--- config.mk ---
export PLATFORM = sky130hd
export DESIGN_NAME = keypad_time_entry
export DESIGN_NICKNAME = d
export VERILOG_FILES = /design/src/rtl/keypad_time_entry.sv
export SDC_FILE = /design/constraint.sdc
export NUM_CORES = 1
export LEC_CHECK = 0
export CORE_ASPECT_RATIO = 0.75
export CORE_UTILIZATION = 45
export CTS_BUF_LIST = sky130_fd_sc_hd__clkbuf_4
export DETAILED_ROUTE_END_ITERATION = 6
export GPL_TIMING_DRIVEN = 0
export PLACE_DENSITY = 0.7
export SYNTH_ARGS = -nofsm -noshare
export SYNTH_HDL_FRONTEND = slang
export SYNTH_SLANG_ARGS = --single-unit
--- constraint.sdc ---
create_clock -name clk -period 3.2 [get_ports clk]
set_input_delay 0.8 -clock clk [delete_from_list [all_inputs] [get_ports clk]]
set_output_delay 0.8 -clock clk [all_outputs]
set_load 0.02 [all_outputs]
--- src/rtl/keypad_time_entry.sv ---
// Keypad time entry: debounced 12-key input feeding a digit parser that commits HH:MM:SS as packed BCD.
// Optional macro KEYPAD_RANGE_CHECK_EN rejects commits with hour > 23 or minute/second tens > 5.
module keypad_time_entry #(
  parameter int DEB_CYCLES = 4
) (
  input  logic        clk,
  input  logic        reset,
  input  logic        en,
  input  logic [11:0] keypad_in,
  output logic        key_strobe,
  output logic [3:0]  key_code,
  output logic [2:0]  digit_cnt,
  output logic [7:0]  hour_bcd,
  output logic [7:0]  min_bcd,
  output logic [7:0]  sec_bcd,
  output logic        time_valid,
  output logic        entry_err
);

  localparam logic [7:0] DEB = 8'(DEB_CYCLES);

  typedef enum logic [1:0] {IDLE, PEND, FULL} state_t;

  // ---------------- debouncer ----------------
  logic [11:0] vec_reg;
  logic [7:0]  cnt_reg, cnt_next;
  logic        armed_reg, armed_next;
  logic        multi_hot, same, complete, accept;
  logic [3:0]  key_code_reg, key_code_next;
  logic        key_strobe_reg, act_reg;
  logic [3:0]  bit_code [12];

  // Per-key code table, masked by the key's own bit so the OR below yields the one-hot key's code.
  for (genvar gi = 0; gi < 12; gi++) begin : g_code
    localparam logic [3:0] CODE = (gi < 9) ? 4'(gi + 1) : (gi == 9) ? 4'd10 : (gi == 10) ? 4'd0 : 4'd11;
    assign bit_code[gi] = keypad_in[gi] ? CODE : 4'd0;
  end

  always_comb begin
    key_code_next = 4'd0;
    for (int i = 0; i < 12; i++) key_code_next = key_code_next | bit_code[i];
  end

  always_comb begin
    multi_hot = (keypad_in & (keypad_in - 12'd1)) != 12'd0;
    same      = (keypad_in == vec_reg);
    if (multi_hot)          cnt_next = 8'd0;
    else if (!same)         cnt_next = 8'd1;
    else if (cnt_reg == DEB) cnt_next = cnt_reg;
    else                    cnt_next = cnt_reg + 8'd1;
    // Completion fires only on the clock the count first reaches DEB, not while it stays saturated.
    complete   = (cnt_next == DEB) && ((cnt_reg != DEB) || !same);
    accept     = armed_reg && complete && (keypad_in != 12'd0);
    armed_next = complete ? (keypad_in == 12'd0) : armed_reg;
  end

  always_ff @(posedge clk or posedge reset) begin
    if (reset) begin
      vec_reg        <= 12'd0;
      cnt_reg        <= 8'd0;
      armed_reg      <= 1'b0;
      key_strobe_reg <= 1'b0;
      key_code_reg   <= 4'd0;
      act_reg        <= 1'b0;
    end else begin
      vec_reg        <= keypad_in;
      cnt_reg        <= cnt_next;
      armed_reg      <= armed_next;
      key_strobe_reg <= accept;
      if (accept) key_code_reg <= key_code_next;
      act_reg        <= accept && en;
    end
  end

  // ---------------- parser ----------------
  state_t     state_reg, state_next;
  logic [3:0] pending_reg;
  logic [3:0] slot_reg [6];
  logic [2:0] digit_cnt_reg;
  logic [7:0] hour_reg, min_reg, sec_reg;
  logic       time_valid_reg, entry_err_reg;
  logic       is_digit, is_star, is_hash;
  logic       load_pend, push, commit, commit_ok, range_ok;

  assign is_digit = key_code_reg <= 4'd9;
  assign is_star  = key_code_reg == 4'd10;
  assign is_hash  = key_code_reg == 4'd11;

`ifdef KEYPAD_RANGE_CHECK_EN
  logic [6:0] hour_val;
  assign hour_val = {3'b000, slot_reg[0]} * 7'd10 + {3'b000, slot_reg[1]};
  assign range_ok = (hour_val <= 7'd23) && (slot_reg[2] <= 4'd5) && (slot_reg[4] <= 4'd5);
`else
  assign range_ok = 1'b1;
`endif

  always_ff @(posedge clk or posedge reset) begin
    if (reset) state_reg <= IDLE;
    else       state_reg <= state_next;
  end

  always_comb begin
    state_next = state_reg;
    if (act_reg) begin
      case (state_reg)
        IDLE: if (is_digit) state_next = PEND;
        PEND: begin
          if (is_hash)      state_next = (digit_cnt_reg == 3'd5) ? FULL : IDLE;
          else if (is_star) state_next = IDLE;
        end
        FULL: if (is_star) state_next = IDLE;
        default: state_next = IDLE;
      endcase
    end
  end

  always_comb begin
    load_pend = 1'b0;
    push      = 1'b0;
    commit    = 1'b0;
    if (act_reg) begin
      case (state_reg)
        IDLE: begin
          load_pend = is_digit;
          commit    = is_star;
        end
        PEND: begin
          load_pend = is_digit;
          push      = is_hash;
          commit    = is_star;
        end
        FULL:    commit = is_star;
        default: ;
      endcase
    end
    commit_ok = commit && (digit_cnt_reg == 3'd6) && range_ok;
  end

  always_ff @(posedge clk or posedge reset) begin
    if (reset) begin
      pending_reg    <= 4'd0;
      digit_cnt_reg  <= 3'd0;
      hour_reg       <= 8'h00;
      min_reg        <= 8'h00;
      sec_reg        <= 8'h00;
      time_valid_reg <= 1'b0;
      entry_err_reg  <= 1'b0;
      for (int i = 0; i < 6; i++) slot_reg[i] <= 4'd0;
    end else begin
      time_valid_reg <= commit_ok;
      entry_err_reg  <= commit && !commit_ok;
      if (commit) begin
        pending_reg   <= 4'd0;
        digit_cnt_reg <= 3'd0;
        for (int i = 0; i < 6; i++) slot_reg[i] <= 4'd0;
        if (commit_ok) begin
          hour_reg <= {slot_reg[0], slot_reg[1]};
          min_reg  <= {slot_reg[2], slot_reg[3]};
          sec_reg  <= {slot_reg[4], slot_reg[5]};
        end
      end else begin
        if (load_pend) pending_reg <= key_code_reg;
        if (push) begin
          for (int i = 0; i < 6; i++)
            if (digit_cnt_reg == 3'(i)) slot_reg[i] <= pending_reg;
          digit_cnt_reg <= digit_cnt_reg + 3'd1;
        end
      end
    end
  end

  assign key_strobe = key_strobe_reg;
  assign key_code   = key_code_reg;
  assign digit_cnt  = digit_cnt_reg;
  assign hour_bcd   = hour_reg;
  assign min_bcd    = min_reg;
  assign sec_bcd    = sec_reg;
  assign time_valid = time_valid_reg;
  assign entry_err  = entry_err_reg;

endmodule

Yosys cells after proc, flatten, opt, wreduce, memory -nomap -nowiden
Cells that the tools add are included.
{ "op_classes": {"add_sub_neg": 3, "n_lt_le_gt_ge": 1, "eq_ne": 15, "muxes": 37, "n_bitwise": 11, "reduce_logical": 32} }
{ "op_table": {"columns": ["cell", "n"], "rows": [
  ["two-way mux 24 bit", 2],
  ["two-way mux 4 bit", 12],
  ["two-way mux 8 bit", 3],
  ["nonzero test 12 bit", 2],
  ["two-way mux 3 bit", 6],
  ["equality test 8 x 3 -> 1 bit (second input constant)", 2],
  ["AND reduction 2 bit", 8],
  ["nonzero test 2 bit", 8],
  ["AND 12 bit", 1],
  ["equality test 12 bit", 1],
  ["zero test 12 bit", 1],
  ["two-way mux 2 bit", 6],
  ["bitwise OR 4 bit", 3],
  ["subtractor 12 x 1 -> 12 bit (second input constant)", 1],
  ["equality test 3 bit (second input constant)", 3],
  ["bitwise OR 3 bit", 3],
  ["adder 8 x 1 -> 8 bit (second input constant)", 1],
  ["equality test 4 bit (second input constant)", 2],
  ["!= test 8 x 3 -> 1 bit (second input constant)", 1],
  ["two-way mux 1 bit", 7],
  ["equality test 3 x 2 -> 1 bit (second input constant)", 2],
  ["logical AND 1 bit", 6],
  ["one-hot mux 2 bit (3 select lines)", 1],
  ["less-or-equal comparator 4 bit (second input constant)", 1],
  ["15 further kinds", 16]
]} }
{ "totals": {"register_bits": 86, "in_bits": 15, "output_inout_bits": 34} }

Longest topological paths before layout
Gate-level depths: netlist of run 1.
{ "depth": {"ltp_word": 11, "ltp_mapped": 8, "mapped_depth_nobuf": 8} }

Worst setup path before layout of run 1
OpenSTA, ideal clock, no wires.
{ "synth_path": {"path_type": "in2reg", "startpoint": "input keypad_in[1]", "endpoint": "register key_code_reg[0] (netlist: key_code[0])", "setup_time_ns": 0.125, "arrival_time_ns": 2.786, "path_slack_ns": 0.289, "path_stages": 7, "path_cell_list": "or4_1 buf_2 o41ai_2 nand4_1 a2111oi_4 nand3b_4 mux2_4"} }
{ "synth_between": {"elab_chain_cells": 8, "word_cells_on_any_way": 13, "classes_between": "add/sub (1); eq/ne (2); mux (2); bitwise (1); reduce/logical (7)"} }
{ "synth_rtl": {"columns": ["element", "line", "source"], "rows": [
  ["start: declaration", "9", "input logic [11:0] keypad_in,"],
  ["subtractor 12 x 1 -> 12 bit", "45", "multi_hot = (keypad_in & (keypad_in - 12'd1)) != 12'd0;"],
  ["AND 12 bit", "45", null],
  ["nonzero test 12 bit", "45", null],
  ["two-way mux 8 bit", "47", "if (multi_hot) cnt_next = 8'd0;"],
  ["equality test 8 x 3 -> 1 bit", "52", "complete = (cnt_next == DEB) && ((cnt_reg != DEB) || !same);"],
  ["logical AND 1 bit", "52", null],
  ["logical AND 1 bit", "53", "accept = armed_reg && complete && (keypad_in != 12'd0);"],
  ["logical AND 1 bit *", "53", null],
  ["end signal: assignment", "70", "if (accept) key_code_reg <= key_code_next;"],
  ["end: declaration", "29", "logic [3:0] key_code_reg, key_code_next;"]
]} }
Mark *: on every way between the ends. The rest lies on a longest branch, timed or not.
A chain may end at the register's enable or synchronous reset.

Worst setup path after layout of run 1
{ "layout_path": {"startpoint": "input keypad_in[6]", "endpoint": "register key_code_reg[1] (netlist: key_code[1])"} }
{ "layout_between": {"elab_chain_cells": 8, "word_cells_on_any_way": 19, "classes_between": "add/sub (1); eq/ne (2); mux (3); bitwise (6); reduce/logical (7)"} }
{ "layout_rtl": {"columns": ["element", "line"], "rows": [
  ["subtractor 12 x 1 -> 12 bit", "45"],
  ["AND 12 bit", "45"],
  ["nonzero test 12 bit", "45"],
  ["two-way mux 8 bit", "47"],
  ["equality test 8 x 3 -> 1 bit", "52"],
  ["logical AND 1 bit", "52"],
  ["logical AND 1 bit (2 in series)", "53"]
]} }
Parallel ways exist; a longest one is shown, timed or not.

==> results of run 1 <==
-- metrics by stage --
step / instance area [um2] / worst slack [ps]
after floorplan: 3857 / 178.2
after global placement: 4469 / -1125
after detailed placement: 4499 / -460.3
after CTS: 4607 / 27.31
after global routing: 4626 / 8.462
final: 4626 / 143.9
-- cells in the mapped netlist, drive strengths merged, types with 2 or more instances --
master	instances
nor2	43
nand2b	4
nand2	20
or3	3
mux2i	24
ha	7
dfrtp	86
o41ai	2
and3	7
nor2b	3
clkbuf	12
xor2	16
a21oi	12
o31ai	2
nor4	7
inv	9
o21ai	4
nor3	3
nand4	2
mux2	28
xnor2	4
a2111oi	3
nand3	13
-- worst min-delay path by stage --
stage / to / startpoint / depth (start not counted) / slack (ps)
global route: min_bcd[2] / min_bcd[2] / 1 / 530
global placement: min_bcd[7] / min_bcd[7] / 1 / 490
finish: hour_bcd[3] / hour_bcd[3] / 1 / 520
detailed placement: hour_bcd[3] / hour_bcd[3] / 1 / 490
CTS: hour_bcd[3] / hour_bcd[3] / 1 / 520
floorplan: armed_reg / armed_reg / 1 / 470
-- where the power goes --
part,switching (uW),leakage (uW),total (uW),internal (uW)
Combinational,48.3,0.000996,79.3,31.0
Clock,352,0.0000587,522,170
Sequential,3.32,0.00117,1100,1090
Total,403,0.00222,1700,1300
-- layer usage --
layer  part of all wire  track usage  routed length [um]  vias to the layer above
li1                   -            -                   -                     1275
met1               0.46       0.2513                3392                     1278
met3              0.055      0.06515                 408                       11
met4              0.014      0.06486                 100                        0
met2               0.47       0.3075                3493                       80
met5                  0            0                   0                        -
-- kinds of logic (layout without fill, tap and decap cells) --
| group | count (synthesis) | after routing | share of synthesized area |
|---|---|---|---|
| buf+inv | 22 | 86 | 0.02173 |
| compound gates | 32 | 32 | 0.06228 |
| simple gates | 111 | 111 | 0.1395 |
| xor+xnor | 20 | 20 | 0.04541 |
| flops | 86 | 86 | 0.5579 |
| mux | 52 | 52 | 0.1479 |
| fa+ha+maj | 8 | 8 | 0.02530 |
-- critical path, cell delays in order --
cell             delay, ps
clkdlybuf4s50_1        540
or4_1                  440
buf_2                  170
o41ai_2                280
nand4_1                230
a2111oi_4              430
nand3b_4               180
mux2_4                 320
-- area by class of cell --
class                   instances  area [um2]
plain buffers                  13       50.05
multi-input cells             223        1630
clock buffers                  11       82.58
fillers                       730        3467
flip-flops and latches         86        2152
repair buffers                 49       518.0
well taps                     105       131.4
clock inverters                 4       25.02
inverters                       9       36.28
==> reports/qor.txt, run 1 <==
status - completed
Final Power - 1698 uW
io pins - 49
reg-to-reg slack, setup - 460 ps
max_cap viols - 0
Mapped Cells - 331
CTS tree - yes
number of placed instances with taps included - 485
Worst Tran Pin Value - 839.1 ps
RSZ-0062 raised after global routing - no
EDFF count, synth - 0
Final Setup Violations - 0
FMAX - 327.2 MHz
PwrDens - 367.2 nW/um2
Non-Filler Instances - 500
top cells by area, synth - dfrtp_1, mux2_2, mux2i_1
min-delay worst type - register to register
die width - 108.9 um
layout cell share with drive strength beyond 1 - 0.1291
vias in the first global route - 2547
Crit. Startpoint - keypad_in[6]
initial antenna violation count - 0
gp weighted congestion - 0.8438
Post-CTS Hold Buffers - 0
P&R area growth vs syn - 19.92%
most frequent cells in the layout - dfrtp_1, clkdlybuf4s50_1, nor2_1
post-synthesis register bit count - 86
CP endpoint - key_code[1]
commonest non-fill, non-tap cell in the layout - dfrtp_1
Worst setup SP type - input port
die height - 82.18 um
Die ar. - 8950 um2
pin count of the biggest net entering global routing - 73
Final period util - 0.9550
Mapped Avg Cell Area - 11.65 um2
Vias - 2644
clk sink count - 86
sequential element share of the synthesized area - 0.5579
Critical Path AT - 3400 ps
number of DRC markers in iteration 0 - 147
Clock transition at path regs - 120 ps
post-CTS setup buffer count - 0
max FFs per register - 24
min Tclk post-route - 3056 ps
H-tree depth - 3
DRT antenna net count - 0
asr flop ratio synth - 1.000
core footprint - 8093 um2
Setup crit end kind - register
# nets final - 413
top cell type by total area after synthesis - dfrtp_1
syn nets - 353
clk_lat worst skew - 450 ps
# rows - 28
first-pass GRT wire length - 12.77 mm
number of diodes - 0
Avg WL per Cell - 14.79 um
Setup TNS Final - 0 ps
leak pwr - 0.002223 uW
DP HPWL - 5.202 mm
Final Hold Fails - 0
Slew Limit Fails - 0
total track usage - 0.1941
final wirelength - 7.394 mm
Initial Util - 0.4767
clk_skew - 10.78 ps
I/O Buffers - 48
CTS Buf Count - 9
root buffer cell - clkbuf_4
clk buf depth - 2
maximum fanout along the worst path - 7
R2R depth - 6
netlist area before placement - 3857 um2
Synth cell types - 44
drt drc - 0
worst flop-to-flop path endpoint - hour_bcd[1]
max_slew headroom - 0.4392
WP data required - 3540 ps
final core occ - 0.5716
main flop type after synthesis - dfrtp_1
Reg-to-Reg Start - key_code[1]
Via-to-Cell Ratio - 5.288
Yosys top cell area share - 0.5579
GRT overflow - 0
YS warnings - 0
crit path kind - input port to register
VDD IR max - 0.2697 mV
CTS resizes - 0
DRT Pass-1 Iters - 5
hold_ws - 516.0 ps
(Power assumes the default switching activity.)
==> run 2: changes to the inputs <==
--- a/config.mk
+++ b/config.mk
@@ -14,3 +14,4 @@
 export SYNTH_ARGS = -nofsm -noshare
 export SYNTH_HDL_FRONTEND = slang
 export SYNTH_SLANG_ARGS = --single-unit
+export TNS_END_PERCENT = 30
==> results of run 2 <==
The final DEF is identical to that of run 1; final timing and power are the same.
==> run 3: changes to the inputs <==
--- a/config.mk
+++ b/config.mk
@@ -5,12 +5,13 @@
 export SDC_FILE = /design/constraint.sdc
 export NUM_CORES = 1
 export LEC_CHECK = 0
+export ABC_AREA = 1
 export CORE_ASPECT_RATIO = 0.75
 export CORE_UTILIZATION = 45
 export CTS_BUF_LIST = sky130_fd_sc_hd__clkbuf_4
 export DETAILED_ROUTE_END_ITERATION = 6
 export GPL_TIMING_DRIVEN = 0
-export PLACE_DENSITY = 0.7
+export PLACE_DENSITY = 0.69
 export SYNTH_ARGS = -nofsm -noshare
 export SYNTH_HDL_FRONTEND = slang
 export SYNTH_SLANG_ARGS = --single-unit
==> run 3 against run 2 <==
Compared with the run above:
- fmax rose by 20%
- combinational power rose by 39%
- largest cell class unchanged
- cell area up 4.1%
- critical endpoint is now key_code[3]
- the run now ends with DRC left
- die area rose by 4.2%
==> reports/qor.txt, run 3 <==
status - finished, violations left (was completed)
failing checks - DRC
Slew Limit Fails - 0 (unchanged)
Final Hold Fails - 0 (unchanged)
first-pass GRT wire length - 15.00 mm (was 12.77 mm)
crit path kind - input port to register (unchanged)
number of DRC markers in iteration 0 - 225 (was 147)
root buffer cell - clkbuf_4 (unchanged)
R2R depth - 13 (was 6)
CTS Buf Count - 9 (unchanged)
most frequent cell after synthesis - nand2_1 (was dfrtp_1)
min Tclk post-route - 2544 ps (was 3056 ps)
WP depth - 14 (was 8)
Vias - 3244 (was 2644)
most frequent cells in the layout - nand2_1, dfrtp_1, inv_1 (was dfrtp_1, clkdlybuf4s50_1, nor2_1)
die width - 111.2 um (was 108.9 um)
worst flop-to-flop path endpoint - key_code[3] (was hour_bcd[1])
Crit. Startpoint - keypad_in[10] (was keypad_in[6])
commonest non-fill, non-tap cell in the layout - nand2_1 (was dfrtp_1)
layout cell share with drive strength beyond 1 - 0.08182 (was 0.1291)
YS warnings - 0 (unchanged)
commonest cells in the netlist - nand2_1, dfrtp_1, inv_1 (was dfrtp_1, nor2_1, mux2_2, mux2i_1, nand2_1)
Via-to-Cell Ratio - 4.930 (was 5.288)
CP peak stage delay - 510 ps (was 540 ps)
Post-CTS Hold Buffers - 0 (unchanged)
clk_lat worst skew - 440 ps (was 450 ps)
Critical Path Slowest Stage Cell - clkdlybuf4s50_1 (unchanged)
H-tree depth - 3 (unchanged)
syn nets - 507 (was 353)
maximum fanout along the worst path - 7 (unchanged)
CTS resizes - 0 (unchanged)
fillcell total - 785 (was 730)
PwrDens - 385.2 nW/um2 (was 367.2 nW/um2)
Reg-to-Reg Start - cnt_reg[0] (was key_code[1])
pin count of the biggest net entering global routing - 60 (was 73)
clock power share - 0.349 (was 0.307)
Final Setup Violations - 0 (unchanged)
Avg WL per Cell - 13.03 um (was 14.79 um)
WP buf/inv - 2 (unchanged)
max FFs per register - 24 (unchanged)
Synth cell types - 30 (was 44)
EDFF count, synth - 0 (unchanged)
placed cell areas - 4668 um2 (was 4499 um2)
family with the most delay on the worst path - simple AND/OR/NAND/NOR gates (unchanged)
FMAX - 393.1 MHz (was 327.2 MHz)
sequential element share of the synthesized area - 0.5350 (was 0.5579)
# rows - 29 (was 28)
DRT antenna net count - 0 (unchanged)
Initial Util - 0.4698 (was 0.4767)
Yosys top cell area share - 0.5350 (was 0.5579)
CTS tree - yes (unchanged)
drt drc - 9 (was 0)
GRT overflow - 0 (unchanged)
DP HPWL - 6.386 mm (was 5.202 mm)
vias in the first global route - 3166 (was 2547)
top cell type by total area after synthesis - dfrtp_1 (unchanged)
total track usage - 0.2047 (was 0.1941)
post-synthesis register bit count - 86 (unchanged)
VDD IR max - 0.2875 mV (was 0.2697 mV)
Setup TNS Final - 0 ps (unchanged)
initial antenna violation count - 0 (unchanged)
top cells by area, synth - dfrtp_1, nand2_1, inv_1 (was dfrtp_1, mux2_2, mux2i_1)
Critical Path AT - 2880 ps (was 3400 ps)
P&R area growth vs syn - 19.72% (was 19.92%)
Worst Tran Pin Value - 600.9 ps (was 839.1 ps)
asr flop ratio synth - 1.000 (unchanged)
Mapped Cells - 485 (was 331)
final instance area - 4816 um2 (was 4626 um2)
max_cap viols - 0 (unchanged)
Die ar. - 9325 um2 (was 8950 um2)
io pins - 49 (unchanged)
P_int - 1378 uW (was 1295 uW)
main flop type after synthesis - dfrtp_1 (unchanged)
Clock transition at path regs - 130 ps (was 120 ps)
clk sink count - 86 (unchanged)
die height - 83.88 um (was 82.18 um)
clk buf depth - 2 (unchanged)
Switch Pwr - 477.0 uW (was 403.1 uW)
Setup crit end kind - register (unchanged)
DRT Pass-1 Iters - 7 (was 5)
Mapped Avg Cell Area - 8.294 um2 (was 11.65 um2)
max_slew headroom - 0.5975 (was 0.4392)
final wirelength - 8.573 mm (was 7.394 mm)
Worst setup SP type - input port (unchanged)
# nets final - 567 (was 413)
I/O Buffers - 48 (unchanged)
core footprint - 8563 um2 (was 8093 um2)
WP data required - 3540 ps (about the same)
clk_skew - 12.06 ps (was 10.78 ps)
Net Sw Frac - 0.2571 (was 0.2373)
post-CTS setup buffer count - 0 (unchanged)
min-delay worst type - register to register (unchanged)
crit path cell chain - clkdlybuf4s50_1, inv_1, nand2_1, nand2_1, and2_1, nand2_1, nor2_4, nand2_2, nor2_1, nand3_2, nor2_4, nand3_4, nand2_1, nand2_1 (was clkdlybuf4s50_1, or4_1, buf_2, o41ai_2, nand4_1, a2111oi_4, nand3b_4, mux2_4)
Final period util - 0.7950 (was 0.9550)
combinational share of power - 0.059 (was 0.047)
netlist area before placement - 4023 um2 (was 3857 um2)
Seq pwr share - 0.592 (was 0.646)
leak pwr - 0.002308 uW (was 0.002223 uW)
RSZ-0062 raised after global routing - no (unchanged)
number of diodes - 0 (unchanged)
gp weighted congestion - 0.8723 (was 0.8438)
reg-to-reg slack, setup - 1210 ps (was 460 ps)
most frequent CP cell - nand2_1
CP endpoint - key_code[3] (was key_code[1])
run 3: cell count changes after synthesis, moves of 11 or more:
cell     previous run  this run
nand2_1            20       157
inv_1               9        65
o21ai_0             4        42
mux2_2             24         0
mux2i_1            24         0
xor2_1             16         5
run 3: cell type report:
type	count	area [um2]	area share
clock inverter	7	80.08	0.01663
inverter	71	269.0	0.05586
buffer	5	20.02	0.004157
clock buffer	9	67.56	0.01403
timing repair buffer	49	508.0	0.1055
sequential	86	2152	0.4469
tap	108	135.1	0.02806
multi-input combinational	323	1584	0.3289
run 3: cell families after synthesis:
group,after synthesis,share of synthesized area
simple gates,250,0.2759
flops,86,0.5350
buf+inv,76,0.07122
compound gates,56,0.07434
xor+xnor,10,0.02177
fa+ha+maj,7,0.02177
run 3: power groups by stage:
stage          registers (uW)  clock network, uW  logic, uW
6_report                 1100                647        110
5_1_grt                  1100                716        125
4_1_cts                  1100                669        110
3_5_place_dp             1120                  0        109
3_3_place_gp             1120                  0        103
2_1_floorplan            1120                  0       60.6
run 3: tightest hold or removal path, cell delays in order (launching register included):
cell,delay [ps]
dfrtp_1,370
nand2_1,50
nand2_1,50
run 3: metrics by stage:
step / setup WS, ps / hold WS, ps / instances / total power [uW] / utilization
finish: 655.8 / 486.5 / 658 / 1855 / 0.5624
floorplan: 178.2 / 439.9 / 485 / 1179 / -
global placement: -1118 / 452.1 / 641 / 1222 / 0.5416
global route: 544.4 / 513.9 / 658 / 1941 / 0.5624
CTS: 695.0 / 491.3 / 658 / 1878 / 0.5624
detailed placement: 254.2 / 459.3 / 642 / 1228 / 0.5451
run 3: worst min-delay path by stage:
stage                    start           end  slack, ps  cells past startpoint
global route        sec_bcd[6]    sec_bcd[6]        510                      2
finish              sec_bcd[6]    sec_bcd[6]        490                      2
floorplan              act_reg  state_reg[0]        440                      1
global placement     armed_reg     armed_reg        450                      2
detailed placement  sec_bcd[6]    sec_bcd[6]        460                      2
CTS                 sec_bcd[6]    sec_bcd[6]        490                      2
run 3: per-layer routing:
layer  routed length [um]  part of all wire  up-vias  track usage
li1                     -                 -     1639            -
met1                 4459              0.52     1512       0.3022
met2                 3481              0.41       82       0.2875
met3                  550             0.064       11      0.06826
met4                   81            0.0094        0      0.05037
met5                    0                 0        -            0
